--- config.mk ---
export PLATFORM = sky130hd
export DESIGN_NAME = interrupt_controller
export DESIGN_NICKNAME = d
export VERILOG_FILES = /design/src/rtl/interrupt_controller.sv
export SDC_FILE = /design/constraint.sdc
export NUM_CORES = 1
export LEC_CHECK = 0
export ABC_AREA = 1
export BUFFER_PORTS_ARGS = -buffer_cell sky130_fd_sc_hd__buf_2
export CORE_MARGIN = 1
export CORE_UTILIZATION = 30
export CTS_CLUSTER_DIAMETER = 60
export DETAILED_ROUTE_END_ITERATION = 6
export PLACE_DENSITY_LB_ADDON = 0.3
export SLEW_MARGIN = 40
export SYNTH_ARGS = -nofsm -noshare
export SYNTH_HDL_FRONTEND = slang
export SYNTH_SLANG_ARGS = --single-unit
--- constraint.sdc ---
create_clock -name i_clk -period 1.1 [get_ports i_clk]
set_clock_uncertainty 0.05 [all_clocks]
set_input_delay 0.11 -clock i_clk [delete_from_list [all_inputs] [get_ports i_clk]]
set_output_delay 0.11 -clock i_clk [all_outputs]
set_load 0.005 [all_outputs]
--- src/rtl/interrupt_controller.sv ---
// Interrupt initiator for fetch: edge capture, fixed-priority arbitration, req/ack/reti FSM.
// Define INT_NESTING_EN to allow lower-index sources to preempt a running handler.
module interrupt_controller #(
   parameter int          NUM_SRC       = 4,
   parameter logic [31:0] VECTOR_BASE   = 32'h0000_0010,
   parameter logic [31:0] VECTOR_STRIDE = 32'h0000_0004
) (
   input  logic               i_clk,
   input  logic               i_reset,
   input  logic [NUM_SRC-1:0] i_irq,
   input  logic [NUM_SRC-1:0] i_mask,
   input  logic               i_ack,
   input  logic               i_reti,
   output logic               o_interrupt,
   output logic [31:0]        o_vector,
   output logic [2:0]         o_src_id,
   output logic               o_in_service,
   output logic [NUM_SRC-1:0] o_pending
);

   localparam logic [1:0] IDLE    = 2'd0;
   localparam logic [1:0] REQ     = 2'd1;
   localparam logic [1:0] SERVICE = 2'd2;

   logic [1:0]         state;
   logic [NUM_SRC-1:0] sync1, sync2, prev;
   logic [NUM_SRC-1:0] irq_edge, cand, clr;
   logic               ack_fire;
   logic               win_vld;
   logic [2:0]         win_id;
   logic [31:0]        win_vec;

`ifdef INT_NESTING_EN
   logic [2:0] stack [NUM_SRC];
   logic [3:0] depth;
`endif

   assign irq_edge = sync2 & ~prev;
   assign ack_fire = (state == REQ) && i_ack;
   assign win_vec  = VECTOR_BASE + VECTOR_STRIDE * {29'd0, win_id};

   always_comb begin
      cand = o_pending & ~i_mask;
`ifdef INT_NESTING_EN
      // only strictly higher priority than the running handler may preempt
      if (state == SERVICE) begin
         for (int n = 0; n < NUM_SRC; n++) begin
            if (3'(n) >= stack[0]) cand[n] = 1'b0;
         end
      end
`endif
   end

   always_comb begin
      win_vld = 1'b0;
      win_id  = '0;
      for (int n = NUM_SRC - 1; n >= 0; n--) begin
         if (cand[n]) begin
            win_vld = 1'b1;
            win_id  = 3'(n);
         end
      end
   end

   always_comb begin
      clr = '0;
      for (int n = 0; n < NUM_SRC; n++) begin
         clr[n] = ack_fire && (o_src_id == 3'(n));
      end
   end

   always_ff @(posedge i_clk or negedge i_reset) begin
      if (!i_reset) begin
         sync1        <= '0;
         sync2        <= '0;
         prev         <= '0;
         o_pending    <= '0;
         state        <= IDLE;
         o_interrupt  <= 1'b0;
         o_vector     <= '0;
         o_src_id     <= '0;
         o_in_service <= 1'b0;
`ifdef INT_NESTING_EN
         depth        <= '0;
         for (int i = 0; i < NUM_SRC; i++) stack[i] <= '0;
`endif
      end else begin
         sync1     <= i_irq;
         sync2     <= sync1;
         prev      <= sync2;
         // a fresh edge beats the ack clear on the same source
         o_pending <= (o_pending & ~clr) | irq_edge;
         unique case (state)
            IDLE: begin
               if (win_vld) begin
                  state       <= REQ;
                  o_src_id    <= win_id;
                  o_vector    <= win_vec;
                  o_interrupt <= 1'b1;
               end
            end
            REQ: begin
               if (i_ack) begin
                  state        <= SERVICE;
                  o_interrupt  <= 1'b0;
                  o_in_service <= 1'b1;
`ifdef INT_NESTING_EN
                  depth    <= depth + 4'd1;
                  stack[0] <= o_src_id;
                  for (int i = NUM_SRC - 1; i > 0; i--) stack[i] <= stack[i-1];
`endif
               end
            end
            SERVICE: begin
`ifdef INT_NESTING_EN
               if (i_reti) begin
                  depth <= depth - 4'd1;
                  for (int i = 0; i < NUM_SRC - 1; i++) stack[i] <= stack[i+1];
                  stack[NUM_SRC-1] <= '0;
                  if (depth == 4'd1) begin
                     state        <= IDLE;
                     o_in_service <= 1'b0;
                  end else begin
                     o_src_id <= stack[1];
                  end
               end else if (win_vld) begin
                  state       <= REQ;
                  o_src_id    <= win_id;
                  o_vector    <= win_vec;
                  o_interrupt <= 1'b1;
               end
`else
               if (i_reti) begin
                  state        <= IDLE;
                  o_in_service <= 1'b0;
               end
`endif
            end
            default: state <= IDLE;
         endcase
      end
   end

endmodule

After elaboration in Yosys (flattened, before gate mapping) --
Cells that the tools add are included.
Word-level totals: register bits after elaboration 55, input bits 12, output and inout bits 41, word-level logic and storage cells 56
Cells by class: add/subtract/negate cells 1, equal/unequal tests 8, muxes and demuxes 18, bitwise logic cells 7, reductions and logical operators 13
Operators with widths (number):
- $and A4 B4 Y4 | 3
- $not A4 Y4 | 3
- $mux W3 | 3
- $reduce_and A3 Y1 | 3
- $mux W1 | 8
- $mux W2 | 4
- $add A5 B5 Y6 const A | 1
- $eq A3 B2 Y1 const B | 2
- $ne A2 B2 Y1 const B | 3
- $pmux W2 S3 | 1
- $logic_and A1 B1 Y1 | 5
- $or A4 B4 Y4 | 1
- $pmux W1 S2 | 2
- $reduce_bool A2 Y1 | 2
- $eq A3 B1 Y1 const B | 1
- $logic_not A3 Y1 | 1
- $eq A2 B1 Y1 const B | 1
- $eq A2 B2 Y1 const B | 1
- $logic_not A2 Y1 | 1
- $reduce_and A2 Y1 | 1

Logic depth before layout (Yosys ltp) --
depth after elaboration 8, gate-level depth with buffers 7, gate-level depth less buffers 7

Least setup slack after synthesis --
Ideal clock, no wire load.
path kind reg-to-reg, from register state[1], to register o_pending[2], setup time 120 ps, data arrival time 821 ps, data required time 930 ps, path slack 109 ps, stages on the path, launching flop included 7, path buffers 0, period minus slack after synthesis 991 ps, cell sequence dfrtp_1 -> inv_1 -> nand3_2 -> inv_2 -> nand2_1 -> o21ai_1 -> nand2_1
Between the ends: cells in the longest elaborated chain, start to end 6
Ends and longest elaborated chain:
- start: declaration | line 25 | logic [1:0] state;
- start signal: assignment | line 78 | state <= IDLE;
- start signal: assignment | line 96 | state <= REQ;
- start signal: assignment | line 104 | state <= SERVICE;
- $eq A2 B1 Y1 | line 39 | assign ack_fire = (state == REQ) && i_ack;
- $logic_and A1 B1 Y1 | line 39
- $logic_and A1 B1 Y1 | line 68 | clr[n] = ack_fire && (o_src_id == 3'(n));
- $not A4 Y4 | line 92 | o_pending <= (o_pending & ~clr) | irq_edge;
- $and A4 B4 Y4 | line 92
- $or A4 B4 Y4 | line 92
- end signal: assignment | line 92
- end: declaration | line 18 | output logic [NUM_SRC-1:0] o_pending
No other way between the ends. A chain may end at the register's enable or synchronous reset.

Worst setup path in the final report --
from register state[1], to register o_pending[0]
Same word-level chain as after synthesis.

==> results.txt <==
The first-pass GRT wire length is around 2400 um. The die width is around 61 um. The vertical die dimension came out at around 61 um. The global router's overall resource usage is 0.0914. Counting instances in the post-synthesis netlist gives the leading cell types as sky130_fd_sc_hd__buf_4 (32), sky130_fd_sc_hd__nand2_1 (27), sky130_fd_sc_hd__dfrtp_1 (23), sky130_fd_sc_hd__inv_1 (14), sky130_fd_sc_hd__o21ai_1 (6). The detailed router finished its first iteration with 5 violations. For this run, the slowest stage of the critical path takes ~0.42 ns. The critical path goes through inv_2 -> nand3_2 -> inv_2 -> nand2_1 -> o21ai_1 -> nand2_1. The commonest register cell after synthesis is sky130_fd_sc_hd__dfrtp_1.

The final count of pins violating max slew came out at 0. The synthesized instance count is 113. Of all flip-flops after synthesis, the portion carrying an async set or reset was 1.00.

Setup repair after global routing could not meet its margin everywhere. The number of warnings printed during yosys synthesis came out at 0. The core region area came out at approximately 3400 sq um. The count of final setup violators is 1.

The routed via count divided by cell count came out at approximately 3.7. The number of antenna diodes in the final layout is 0. The proportion of layout cells with a drive suffix above 1 came out at 0.267. The maximum clock frequency came out at 0.908 GHz. The synthesized area per cell is between 9 and 10 sq um. The total vias in the final route is between 700 and 800. The static power due to leakage came out at 0.000671 uW. The number of hold violations in the final report came to 0. The worst path buffer plus inverter count came out at 2. Measured against its own limit, the worst slew margin works out to 0.667.

The clock tree root buffer cell is sky130_fd_sc_hd__clkbuf_4. In this run the cell area measured after placement is about 1100 sq um. The number of routed nets with antenna violations is 0. By area the synthesized netlist is led by sky130_fd_sc_hd__dfrtp_1 (54%), sky130_fd_sc_hd__buf_4 (23%), sky130_fd_sc_hd__nand2_1 (9.6%). The worst path arrival time is 1.26 ns. TritonCTS built the clock tree. The count of fill cells added during filler insertion is approximately 350. The areal power density over the cells came out at around 1900 nW/um^2. On the final layout, the worst hold slack is between 0.09 and 0.1 ns.

The maximum VDD drop came out at 0.996 mV. The sink count of the clock tree is 23. The number of global-route vias before repair came out at roughly 610. The worst setup path is of the reg2reg kind. The area used by sequential logic in the layout is approximately 580 sq um. The final reports fail on setup timing.

In this run the number of H-tree levels came out at 1. The share of synthesized area in the top cell type comes to 0.544. The post-CTS clock slew at the launch and capture registers of the worst setup and hold paths came out at 0.13 ns.

Counting flops with a built-in enable in the synthesized netlist gives 0. The number of max-cap violations is 0. For the worst setup path, the data required time is roughly 1.3 ns.

The count of input and output buffers came out at 22. Before antenna repair, the detailed router went through 4 iterations. The final period utilization came out at 1.00. The worst setup path is launched from a flip-flop. The maximum fanout along the worst path is 4. The clock period minus final worst setup slack is roughly 1.1 ns.

The routability-driven placement congestion ratio came out at just under 0.8. For this run, design rule violations remaining after detail routing come to 0. The number of antenna violations at the first check in global routing came out at 0. The kind of cell adding the most delay to the critical path is flip-flops. The flow ran to the end, but the final reports show violations. In the final timing run, aggregate negative setup slack is -0.000792 ns. The worst-skew pair later-pin latency is just over 0.3 ns.

The number of distinct library cells after synthesis is 14. The clock passes through at most 2 buffers. On the critical path, the stage with the largest delay is an instance of sky130_fd_sc_hd__dfrtp_1. The leftover overflow at the end of global routing came out at 0.

At the pin with the least slew margin, the transition time is around 0.50 ns. The top-level I/O count came out at 53. sky130_fd_sc_hd__buf_4 is the most common cell in the netlist. The worst min-delay path class is in2reg.

The routed length per placed instance came out at 8.04 um. The number of buffers added by the clock tree synthesis step came out at 3. The sequential cell area fraction in the yosys report is 0.544.

Relative to the synthesized area, the layout overhead comes to 16.7%. The total wire length after detailed routing is 1540 um. Entering global routing, the biggest net connects 24 pins. The wire-length estimate of the detail-placed layout is about 1100 um.

The die footprint came out at around 3800 sq um. Summed over all instances, the cell type with the most area after synthesis is sky130_fd_sc_hd__dfrtp_1. The initial utilization of the core area, before any placement, comes to 0.315. The count of state elements after synthesis came out at 23. The total number of placement rows came out at 21. The area of the mapped netlist came out at roughly 1100 sq um.

The area of the multi-input gates is roughly 310 sq um. The finished cells cover between 1000 and 1500 sq um. For this run, the post-layout net count is around 160. The worst setup path is captured at a flip-flop. The setup slack of the critical path after layout is -0.000792 ns.
==> worst paths after layout <==
check,to,startpoint,slack [ns],cells after the start
max,o_pending[0]$_DFF_PN0_,state[1]$_DFFE_PN0P_,-0.0008,6
min,o_src_id[0]$_DFFE_PN0P_,i_mask[1],0.09,6
max reg2reg,o_pending[0]$_DFF_PN0_,state[1]$_DFFE_PN0P_,-0.0008,6
min reg2reg,sync2[0]$_DFF_PN0_,sync1[0]$_DFF_PN0_,0.31,0
max in group asynchronous,sync1[0]$_DFF_PN0_,i_reset,0.43,2
min in group asynchronous,o_vector[4]$_DFFE_PN0P_,i_reset,0.23,2
==> final cells by class <==
class	count	area share
flip-flops and latches	23	0.466
well taps	46	0.0466
multi-input cells	72	0.253
inverters	15	0.0456
clock buffers	3	0.0182
clock inverters	1	0.00608
repair buffers	32	0.164
==> cells in the final DEF, fill, tap and decap left out <==
master	n
sky130_fd_sc_hd__a21o_1	1
sky130_fd_sc_hd__conb_1	30
sky130_fd_sc_hd__nand2_2	4
sky130_fd_sc_hd__buf_2	22
sky130_fd_sc_hd__buf_4	3
sky130_fd_sc_hd__o21ai_2	2
sky130_fd_sc_hd__dfrtp_1	23
sky130_fd_sc_hd__nand2_1	23
sky130_fd_sc_hd__o21ai_1	5
sky130_fd_sc_hd__nand3_2	1
sky130_fd_sc_hd__nand3_1	1
sky130_fd_sc_hd__a21oi_1	1
sky130_fd_sc_hd__o31ai_1	1
sky130_fd_sc_hd__inv_1	12
sky130_fd_sc_hd__clkinvlp_4	1
sky130_fd_sc_hd__clkbuf_4	3
sky130_fd_sc_hd__nor2_1	3
sky130_fd_sc_hd__inv_2	3
sky130_fd_sc_hd__dlygate4sd3_1	7
==> cells by family (layout without fill, tap and decap cells) <==
kind of cell,Yosys count,count (layout),synth area share
AOI/OAI and AO/OA,10,10,0.0520
and+or+nand+nor,32,32,0.121
DFF,23,23,0.544
other,1,30,0.00354
buffers and inverters,47,51,0.280
==> sequential cells by signal, indices dropped and copies added (netlist names) <==
signal        flops
prev              4
o_src_id          1
o_interrupt       1
sync2             4
o_vector          2
state             2
o_in_service      1
o_pending         4
sync1             4
==> power by group <==
group	leakage [uW]	total [uW]	switching [uW]	internal (uW)
Clock	0.0000139	394	256	138
Combinational	0.000400	792	436	356
Sequential	0.000256	1170	144	1020
Total	0.000671	2350	835	1520
==> what timing repair did <==
item	4_1_cts	5_1_grt
hold endpoints to repair	29	0
hold buffers	7	0
resized for setup	1	8
setup endpoints to repair	10	9
setup buffers	1	2
gates cloned	0	0
pin swaps	0	2
==> per-stage QoR <==
stage | total power, uW | setup slack, ns | cells | utilization
2_1_floorplan | 1690 | 0.109 | 142 | -
3_3_place_gp | 1910 | 0.000391 | 182 | 0.334
3_5_place_dp | 1930 | -0.0180 | 182 | 0.334
4_1_cts | 2300 | 0.00197 | 190 | 0.358
5_1_grt | 2570 | -0.0749 | 192 | 0.367
6_report | 2350 | -0.000792 | 192 | 0.367
==> tightest hold or removal path, delay by kind of cell <==
kind / cells / cell delay (ns)
buffers and inverters: 2 / 0.12
AND/OR/NAND/NOR: 3 / 0.14
AO/OA/AOI/OAI: 1 / 0.06
==> routing by layer <==
layer | vias up | track usage | routed length (um)
met5 | - | 0 | 0
met4 | 0 | 0.0286 | 11
met3 | 2 | 0.0378 | 88
met2 | 38 | 0.158 | 781
met1 | 330 | 0.103 | 663
li1 | 348 | - | -
Note: power is estimated with default switching activity, not from simulation.
